File: src/rtl/ctech_lib_cdc_req_ack_src.sv
// Source-side controller for a 4-phase req/ack clock-domain crossing.
// A word taken on the valid/ready port is held on xdata while xreq is raised.
// The destination ack is brought into clk through a 2-flop double-sync.
// xreq drops once the synchronised ack is seen high. The controller then waits
// for the synchronised ack to return low, and signals completion with a
// one-cycle done pulse.
// A per-phase cycle counter flags hung handshakes on the sticky timeout_err.
module ctech_lib_cdc_req_ack_src #(
  parameter int WIDTH       = 1,
  parameter int TIMEOUT_CYC = 0
) (
  input  logic             clk,
  input  logic             rstb,
  input  logic             in_valid,
  input  logic [WIDTH-1:0] in_data,
  output logic             in_ready,
  output logic             xreq,
  output logic [WIDTH-1:0] xdata,
  input  logic             xack,
  output logic             done,
  output logic             timeout_err,
  input  logic             err_clr
);

  // Phase counter has one bit of headroom so it can run past TIMEOUT_CYC and saturate.
  localparam int CNT_W = $clog2(TIMEOUT_CYC + 1) + 1;
  localparam logic [CNT_W-1:0] CNT_MAX = {CNT_W{1'b1}};
  localparam logic [CNT_W-1:0] CNT_LIM = CNT_W'(TIMEOUT_CYC);
  localparam logic [CNT_W-1:0] CNT_ONE = CNT_W'(1);

  typedef enum logic [1:0] {
    ST_IDLE   = 2'd0,
    ST_REQ_HI = 2'd1,
    ST_REQ_LO = 2'd2
  } state_e;

  state_e           state_q, state_d;
  logic             in_ready_q, in_ready_d;
  logic             xreq_q, xreq_d;
  logic [WIDTH-1:0] xdata_q, xdata_d;
  logic             done_q, done_d;
  logic             err_q, err_d;
  logic [CNT_W-1:0] cnt_q, cnt_d;
  logic             ack_meta_q;
  logic             ack_s_q;
  logic             err_set_s;

  // Double-sync of the asynchronous destination ack into clk.
  always_ff @(posedge clk or negedge rstb) begin
    if (!rstb) begin
      ack_meta_q <= 1'b0;
      ack_s_q    <= 1'b0;
    end else begin
      ack_meta_q <= xack;
      ack_s_q    <= ack_meta_q;
    end
  end

  // Next-state logic for the handshake FSM and its registered outputs.
  always_comb begin
    state_d = state_q;
    xreq_d  = xreq_q;
    xdata_d = xdata_q;
    done_d  = 1'b0;
    case (state_q)
      ST_IDLE: begin
        // The ack is ignored here; only an offered word starts a transfer.
        if (in_valid) begin
          xdata_d = in_data;
          xreq_d  = 1'b1;
          state_d = ST_REQ_HI;
        end else begin
          state_d = ST_IDLE;
        end
      end
      ST_REQ_HI: begin
        if (ack_s_q) begin
          xreq_d  = 1'b0;
          state_d = ST_REQ_LO;
        end else begin
          state_d = ST_REQ_HI;
        end
      end
      ST_REQ_LO: begin
        if (!ack_s_q) begin
          done_d  = 1'b1;
          state_d = ST_IDLE;
        end else begin
          state_d = ST_REQ_LO;
        end
      end
      default: begin
        xreq_d  = 1'b0;
        state_d = ST_IDLE;
      end
    endcase
    in_ready_d = (state_d == ST_IDLE);
  end

  // Phase counter: zero in IDLE and on every transition, otherwise saturating count.
  always_comb begin
    cnt_d = cnt_q;
    if ((state_q == ST_IDLE) || (state_d != state_q)) begin
      cnt_d = {CNT_W{1'b0}};
    end else if (cnt_q != CNT_MAX) begin
      cnt_d = cnt_q + CNT_ONE;
    end else begin
      cnt_d = cnt_q;
    end
  end

  // Sticky timeout flag: sets on the edge that completes TIMEOUT_CYC cycles in a phase;
  // a set outranks a simultaneous clear.
  always_comb begin
    err_set_s = (TIMEOUT_CYC != 0) && (state_q != ST_IDLE) &&
                (state_d == state_q) && (cnt_d == CNT_LIM);
    if (err_set_s) begin
      err_d = 1'b1;
    end else if (err_clr) begin
      err_d = 1'b0;
    end else begin
      err_d = err_q;
    end
  end

  // State and output registers.
  always_ff @(posedge clk or negedge rstb) begin
    if (!rstb) begin
      state_q    <= ST_IDLE;
      in_ready_q <= 1'b1;
      xreq_q     <= 1'b0;
      xdata_q    <= {WIDTH{1'b0}};
      done_q     <= 1'b0;
      err_q      <= 1'b0;
      cnt_q      <= {CNT_W{1'b0}};
    end else begin
      state_q    <= state_d;
      in_ready_q <= in_ready_d;
      xreq_q     <= xreq_d;
      xdata_q    <= xdata_d;
      done_q     <= done_d;
      err_q      <= err_d;
      cnt_q      <= cnt_d;
    end
  end

  assign in_ready    = in_ready_q;
  assign xreq        = xreq_q;
  assign xdata       = xdata_q;
  assign done        = done_q;
  assign timeout_err = err_q;

endmodule

File: config.mk
export PLATFORM = sky130hd
export DESIGN_NAME = ctech_lib_cdc_req_ack_src
export DESIGN_NICKNAME = d
export VERILOG_FILES = /design/src/rtl/ctech_lib_cdc_req_ack_src.sv
export SDC_FILE = /design/constraint.sdc
export NUM_CORES = 1
export LEC_CHECK = 0
export BUFFER_PORTS_ARGS = -buffer_cell sky130_fd_sc_hd__buf_2
export CAP_MARGIN = 20
export CORE_AREA = 5 5 42 44
export DETAILED_ROUTE_END_ITERATION = 8
export DIE_AREA = 0 0 47 49
export GPL_TIMING_DRIVEN = 0
export PLACE_DENSITY = 0.48
export SLEW_MARGIN = 20
export SYNTH_ARGS = -nofsm -noshare
export SYNTH_HDL_FRONTEND = slang
export SYNTH_SLANG_ARGS = --single-unit
File: constraint.sdc
create_clock -name clk -period 1.2 [get_ports clk]
set_input_delay 0.12 -clock clk [delete_from_list [all_inputs] [get_ports clk]]
set_output_delay 0.12 -clock clk [all_outputs]
set_load 0.005 [all_outputs]
==> results.md, run 1 <==
Synth:
- When the netlist entered floorplanning its net count stood at 30.
- The fraction of the yosys area taken by sequential cells is 0.647.
- The Yosys step of the flow raised 0 warnings.
- The flip-flop and latch count after synthesis is 8.
- The number of distinct library cell variants in the gate-level netlist after synthesis is 18.
- The average instance in the mapped netlist occupies 13.0 um2.
- Synthesis produced a netlist whose cell count is 24.
- The mapped netlist covers 312 um2.

Worst setup path:
- The endpoint identified for the worst register-to-register timing path is xdata.
- The number of cell instances on the worst register-to-register path is 3.
- The worst setup path category is reg -> reg.
- The data required time at the worst endpoint is roughly 1300 ps.
- STA puts the critical path data arrival time at 1240 ps.
- The startpoint identified for the worst register-to-register timing path is state_q[0].
- Along the worst path, the maximum fanout reaches 3.
- STA classifies the critical path startpoint as a flip-flop.
- The endpoint type of the worst setup path is a flip-flop.
- The slack of the worst reg-to-reg path is between 80 and 90 ps.

Clock network:
- TritonCTS built the clock tree.
- The clock latency of the later-clocked register in the worst-skew pair is ~250 ps.
- After clock tree synthesis, the clock-pin slew on the worst setup and hold paths is 50 ps.
- The post-cts sizing count is 0.
- The clock tree buffer depth is 2.
- The clock root buffer master is clkbuf_4.
- In this run the number of H-tree levels came out at 1.
- The clock sink total is 8.
- The CTS buffer count is 3.

Power and ir drop:
- The cell area power density is 2290 nW/um2.
- The combinational power share is 0.325.
- The cell leakage power is ~0.21 nW.
- The switching power is 0.282 mW.
- Of the total power, the clock network draws 0.221.
- After layout, the design draws a total of roughly 0.97 mW.
- Internal power comes to roughly 0.69 mW.
- Of the total power, the share spent switching nets is 0.290.
- The largest vdd supply drop is approximately 0.91 mV.
- Of the total power, registers draw 0.454.

Final layout:
- The post-route cell area is 425 um2.
- Relative to the synthesized area, the layout overhead comes to 36.5%.
- Leaving out fill and tap cells, the most frequent cell in the layout is buf_2.
- The number of inserted diodes is 0.
- For this run, the post-layout net count is between 40 and 50.
- The top cell types in the final layout, fill and taps aside, are buf_2, dfrtp_1, clkbuf_4.
- The share of post-route cells with drive strength above 1 is 0.436.

Timing:
- Once routing completed, OpenROAD measured the worst setup slack at around 90 ps.
- The maximum clock skew at final layout is 2.66 ps.
- The final hold violation count is 0.
- Setup repair after global routing left no endpoint under its margin.
- In the finished design, the share of the clock period the worst path needs comes to 0.925.
- In the final timing run, aggregate negative setup slack is 0 ps.
- The smallest clock period supported by the final layout is computed as between 1000 and 1500 ps.
- The worst hold slack is 108 ps.
- The maximum achievable frequency is around 0.9 GHz.
- The number of endpoints failing setup at the final stage is 0.
- The final-report max-slew violation count is 0.

Job:
- Across the run, the number of max-cap violations was 0.

Worst hold path:
- The destination of the worst hold path is xdata.
- The worst hold path startpoint is in_data.
- The path type of the worst min-delay path is in -> reg.
- The worst hold path cell count is 2.

Placement:
- The number of port buffers is 8.
- At the placement stage, the worst setup path has a slack of -7.03 ps.
- The final HPWL from detailed placement is ~420 um.
- Once placement finished, the instance area stood at 372 um2.
- Routability-driven placement finished with a final weighted congestion of 0.616.

Route:
- The number of DRC markers after the initial detailed-route iteration is 4.
- The post-detailed-route count of antenna-violating nets is 0.
- The routed layout has roughly 220 vias.
- For this block, the routed nets add up to 559 um of wire.
- The post-detailed-route DRC marker count is 0.
- The first detailed-routing pass took 2 iterations.
- Using the TritonRoute via totals, the vias-per-cell ratio works out to 3.91.
- In the final routed layout, each cell accounts on average for 10.2 um.

Floorplanning:
- After floorplanning, the core was sized to cover ~1400 um2.
- The number of top-level pins is 11.
- The initial standard-cell utilization of the core is 0.222.
- The floorplan die height is 49 um.
- The floorplan step set the die width to 47 um.
- In this run the core area contains 14 standard-cell rows.
- The die area is about 2300 um2.

Global route:
- For this run the aggregate overflow at the end of global routing stands at 0.
- The initial antenna violation count is 0.
- Entering global routing, the biggest net connects 9 pins.
- The first global-routing pass estimated 938 um of wire.
- The number of global-route vias before repair is 211.
- The total track usage is 0.0606.

Status:
- The run finished with clean final reports.
-- cells by family (layout without fill, tap and decap cells) --
group	count (synthesis)	count (layout)	share of synthesized area
buffers and inverters	2	17	0.0361
AND/OR/NAND/NOR	7	7	0.141
multiplexers	1	1	0.0482
AO/OA/AOI/OAI	4	4	0.0884
XOR/XNOR	1	1	0.0281
other	1	1	0.0120
flip-flops	8	8	0.647
-- cells in the mapped netlist, drive strengths merged --
cell type  n  area [um2]
nor3b      1        7.51
nand2b     1        8.76
and2       1        6.26
xor2       1        8.76
inv        1        3.75
buf        1        7.51
conb       1        3.75
dfstp      1        26.3
dfrtp      7         175
a21oi      1        5.00
o22a       1        8.76
nand2      1        3.75
or2b       1        7.51
mux2       1        15.0
o22ai      1        6.26
o21a       1        7.51
nor2       2        10.0
-- state kept, by name, summed over array words and instances (netlist names) --
| signal | cells |
|---|---|
| done | 1 |
| xdata | 1 |
| ack_s_q | 1 |
| xreq | 1 |
| in_ready | 1 |
| ack_meta_q | 1 |
| state_q | 2 |
-- metrics by stage --
| step | util | std cells |
|---|---|---|
| final | 0.304 | 55 |
| after global routing | 0.304 | 55 |
| after CTS | 0.304 | 55 |
| after detailed placement | 0.265 | 48 |
| after global placement | 0.265 | 48 |
| after floorplan | - | 24 |
-- timing repair --
action | 4_1_cts | 5_1_grt
hold endpoints to repair | 9 | 0
hold buffers | 2 | 0
setup endpoints to repair | 1 | 0
buffers inserted | 1 | 0
-- area by class of cell --
| class | instances | area [um2] |
|---|---|---|
| sequential | 8 | 201 |
| multi-input combinational | 14 | 98.8 |
| timing repair buffer | 11 | 67.6 |
| inverter | 1 | 3.75 |
| fill | 147 | 976 |
| tap | 16 | 20.0 |
| clock buffer | 4 | 26.3 |
| buffer | 1 | 7.51 |
-- power groups by stage --
stage,Sequential [mW],Combinational [mW],Clock [mW]
2_1_floorplan,0.459,0.171,0
3_3_place_gp,0.460,0.263,0
3_5_place_dp,0.465,0.275,0
4_1_cts,0.441,0.326,0.227
5_1_grt,0.459,0.348,0.254
6_report,0.441,0.316,0.215
-- how the worst max path moves through the flow --
| stage | endpoint | slack [ps] | startpoint |
|---|---|---|---|
| after global routing | xdata | 30 | state_q[0] |
| after CTS | xdata | 70 | state_q[0] |
| after global placement | xdata | 30 | state_q[0] |
| after floorplan | xdata | 70 | state_q[0] |
| final | xdata | 90 | state_q[0] |
| after detailed placement | xdata | -7 | state_q[0] |
-- critical path: stages (launching register included) --
cell and delay, ps:
dfrtp_1 370, nand2b_2 210, nor2_2 110, mux2_4 300
-- per-layer routing --
metal  global-route usage  vias up  routed length (um)
met5                    0        -                   0
met4               0.0138        0                   0
met3               0.0738        0                 104
met2               0.0701       11                 256
met1               0.0708       97                 198
li1                     -      107                   -
No activity file was read; power rests on OpenSTA's default activity.
==> run 2, diff against run 1 <==
Settings changed: CORE_AREA 5 5 42 44 to 2 2 39 41, DIE_AREA 0 0 47 49 to 0 0 41 43, PLACE_DENSITY 0.48 to 0.47.
Clock period 1.2 ns to 1.1 ns, I/O delays scaled along.
==> run 2 against run 1 <==
Combinational power rose by 14%. Fmax increased by 6.4%. Clock-buffer cell count unchanged. Routed wire length is 11% lower. Critical endpoint unchanged. Sequential share of layout area shrank 0.93 points. Via count up 0.93%. Setup slack worse by 33 ps. Largest power group unchanged. Core utilization rose by 1.2 points.
==> results.md, run 2 (synthesis gave the netlist of run 1 again) <==
Worst setup path:
- The arrival time of the worst setup path is 1170 ps (-70 ps).
- The logic depth of the worst setup path including buffers is 3 (unchanged).
- The data required time at the worst endpoint is 1230 ps (-100 ps).
- The critical-path cell with the highest stage delay is dfrtp_2.
- The worst setup path is of the reg -> reg kind.
- STA classifies the critical path startpoint as a flip-flop.
- The kind of cell with the highest combined delay on the critical path is flip-flops.
- The maximum fanout along the worst path is 3 (unchanged).
- The number of cell instances on the worst register-to-register path is 3 (unchanged).
- The endpoint type of the worst setup path is a flip-flop.
- The slack of the worst reg-to-reg path is 60 ps (-30 ps).
- The largest stage delay on the critical path came to 400 ps (+30 ps).
- The buffers plus inverters on the worst setup path is 0 (unchanged).
- The critical path goes through nand2b_4 -> nor2_4 -> mux2_4.

Clock network:
- The CTS buffer count was 3 (unchanged).
- The clock sink total came to 8 (unchanged).
- The TritonCTS clock tree is yes.
- The H-tree depth was 1 (unchanged).
- The clock latency of the later-clocked register in the worst-skew pair is 250 ps (about the same).
- The clock tree buffer depth is 2 (unchanged).
- The root buffer cell chosen for the clock tree is clkbuf_4.
- The clock-pin slew of the registers on the worst-case setup and hold paths is 50 ps (about the same).

Final layout:
- The commonest non-fill, non-tap cell in the layout is buf_2.
- The share of post-route cells with drive strength above 1 came to 0.462 (+0.0256).
- The core occupancy in the finished layout is 0.316 (+0.0120).
- The register ranked first by flip-flop count is state_q.
- The number of inserted diodes was 0 (unchanged).
- The library cells used most frequently in the layout, excluding fill and tap cells, are buf_2, dfrtp_1, clkbuf_4.
- The final-stage net count came to 46 (unchanged).
- The number of flip-flops in the largest register is 2 (unchanged).
- The area added between synthesis and finish is 40.2%.
- The non-filler instance count after layout was 55 (unchanged).

Timing:
- The least setup slack across all paths after layout is 56.8 ps (-33.1 ps).
- The maximum achievable frequency is 0.959 GHz (+6.4%).
- The number of endpoints failing setup at the final stage is 0 (unchanged).
- The maximum clock skew at final layout is 4.71 ps (+2.04 ps).
- The worst hold slack is 97.5 ps (-10.5 ps).
- The minimum period implied by the final worst setup slack was 1040 ps (-66.9 ps).
- The final hold violation count is 0 (unchanged).
- The share of the clock period used by the worst path after layout is 0.948 (+0.0233).
- The sum of negative setup slack was 0 ps (unchanged).
- The final-report max-slew violation count was 0 (unchanged).
- Setup repair after global routing left no endpoint under its margin.

Power and ir drop:
- The switching power came to 0.315 mW (+12%).
- The cell-internal power is 0.771 mW (+12%).
- The clock network fraction of total power came to 0.219 (-0.002).
- The sequential group share of total power is 0.450 (-0.004).
- The largest vdd supply drop is 0.607 mV (-33%).
- The cell leakage power was 0.213 nW (+1.9%).
- The cell area power density is 2490 nW/um2 (+8.8%).
- The combinational power share is 0.331 (+0.006).
- The fraction of power spent switching nets came to 0.290 (about the same).

Floorplanning:
- The die area is 1760 um2 (-23%).
- The total core area is 1380 um2 (-1.2%).
- The number of cell rows is 14 (unchanged).
- The die width is 41 um (-13%).
- The initial standard-cell utilization of the core came to 0.225 (+0.00281).
- The number of top-level pins was 11 (unchanged).
- The floorplan die height is 43 um (-12%).

Job:
- The reported max-cap violation count is 0 (unchanged).

Route:
- The post-detailed-route count of antenna-violating nets was 0 (unchanged).
- The average via count per standard cell is 3.95 (+0.93%).
- The number of iterations in the first detailed-routing pass was 1 (-1).
- The post-detailed-route DRC marker count is 0 (unchanged).
- The total via count in the routed design is 217 (+0.93%).
- The per-cell routed wire length is 9.07 um (-11%).
- The number of DRC markers after the initial detailed-route iteration is 0 (-4).
- The final wirelength is 499 um (-11%).

Placement:
- The final HPWL from detailed placement was 368 um (-12%).
- The total instance count after detailed placement is 48 (unchanged).
- The global placer's final weighted congestion is 0.617 (about the same).
- The number of port buffers came to 8 (unchanged).
- The worst-case setup slack after placement is -40.8 ps (-33.8 ps).

Worst hold path:
- The min-delay analysis places its worst path in the category in -> reg.
- The worst hold path cell count came to 2 (unchanged).

Global route:
- The global-route wire length before repair is 862 um (-8.1%).
- The global route total overflow came to 0 (unchanged).
- The total track usage is 0.0800 (+0.0195).
- The pin count of the biggest net entering global routing is 9 (unchanged).
- The number of global-route vias before repair came to 204 (-3.3%).
- The initial antenna violation count is 0 (unchanged).

Status:
- The run finished with clean final reports.
[run 2: cell count changes in the layout (fill, tap and decap cells not counted)]
cell,delta
nor2_2,-1
dfrtp_2,+1
nand2b_4,+1
dfrtp_1,-1
nor2_4,+1
nand2b_2,-1
[run 2: worst paths after layout]
check                      startpoint       end
max                        state_q[0]     xdata
min                           in_data     xdata
max reg2reg                state_q[0]     xdata
min reg2reg                ack_meta_q   ack_s_q
max in group asynchronous        rstb  in_ready
min in group asynchronous        rstb      done
[run 2: what timing repair did]
| action | 4_1_cts | 5_1_grt |
|---|---|---|
| hold endpoints to repair | 9 | 0 |
| buffers inserted | 1 | 0 |
| setup endpoints to repair | 1 | 1 |
| hold buffers | 2 | 0 |
| resized for setup | 1 | 1 |
| pin swaps | 0 | 0 |
[run 2: metal layers]
| layer | share of wire | wire [um] | up-vias | track usage |
|---|---|---|---|---|
| li1 | - | - | 107 | - |
| met1 | 0.43 | 216 | 101 | 0.0828 |
| met2 | 0.46 | 228 | 9 | 0.113 |
| met3 | 0.11 | 54 | 0 | 0.0628 |
| met4 | 0 | 0 | 0 | 0.0400 |
| met5 | 0 | 0 | - | 0 |
[run 2: through the flow]
step	power, mW	cell area, um2
global placement	0.798	377
global route	1.19	437
floorplan	0.699	317
CTS	1.10	432
finish	1.09	437
detailed placement	0.811	377
[run 2: cell type report]
class	instances	area [um2]
fillers	147	947
flip-flops and latches	8	203
multi-input cells	14	109
repair buffers	11	67.6
clock buffers	4	26.3
well taps	16	20.0
plain buffers	1	7.51
inverters	1	3.75
[run 2: power groups by stage]
stage	Sequential, mW	Combinational, mW	Clock, mW
6_report	0.489	0.360	0.238
5_1_grt	0.505	0.409	0.278
4_1_cts	0.484	0.358	0.255
3_5_place_dp	0.510	0.301	0
3_3_place_gp	0.505	0.293	0
2_1_floorplan	0.502	0.196	0
[run 2: worst reg2reg max path, delay by kind of cell, from the launching register on]
kind / cells / cell delay (ps)
and+or+nand+nor: 2 / 240
DFF: 1 / 400
muxes: 1 / 300
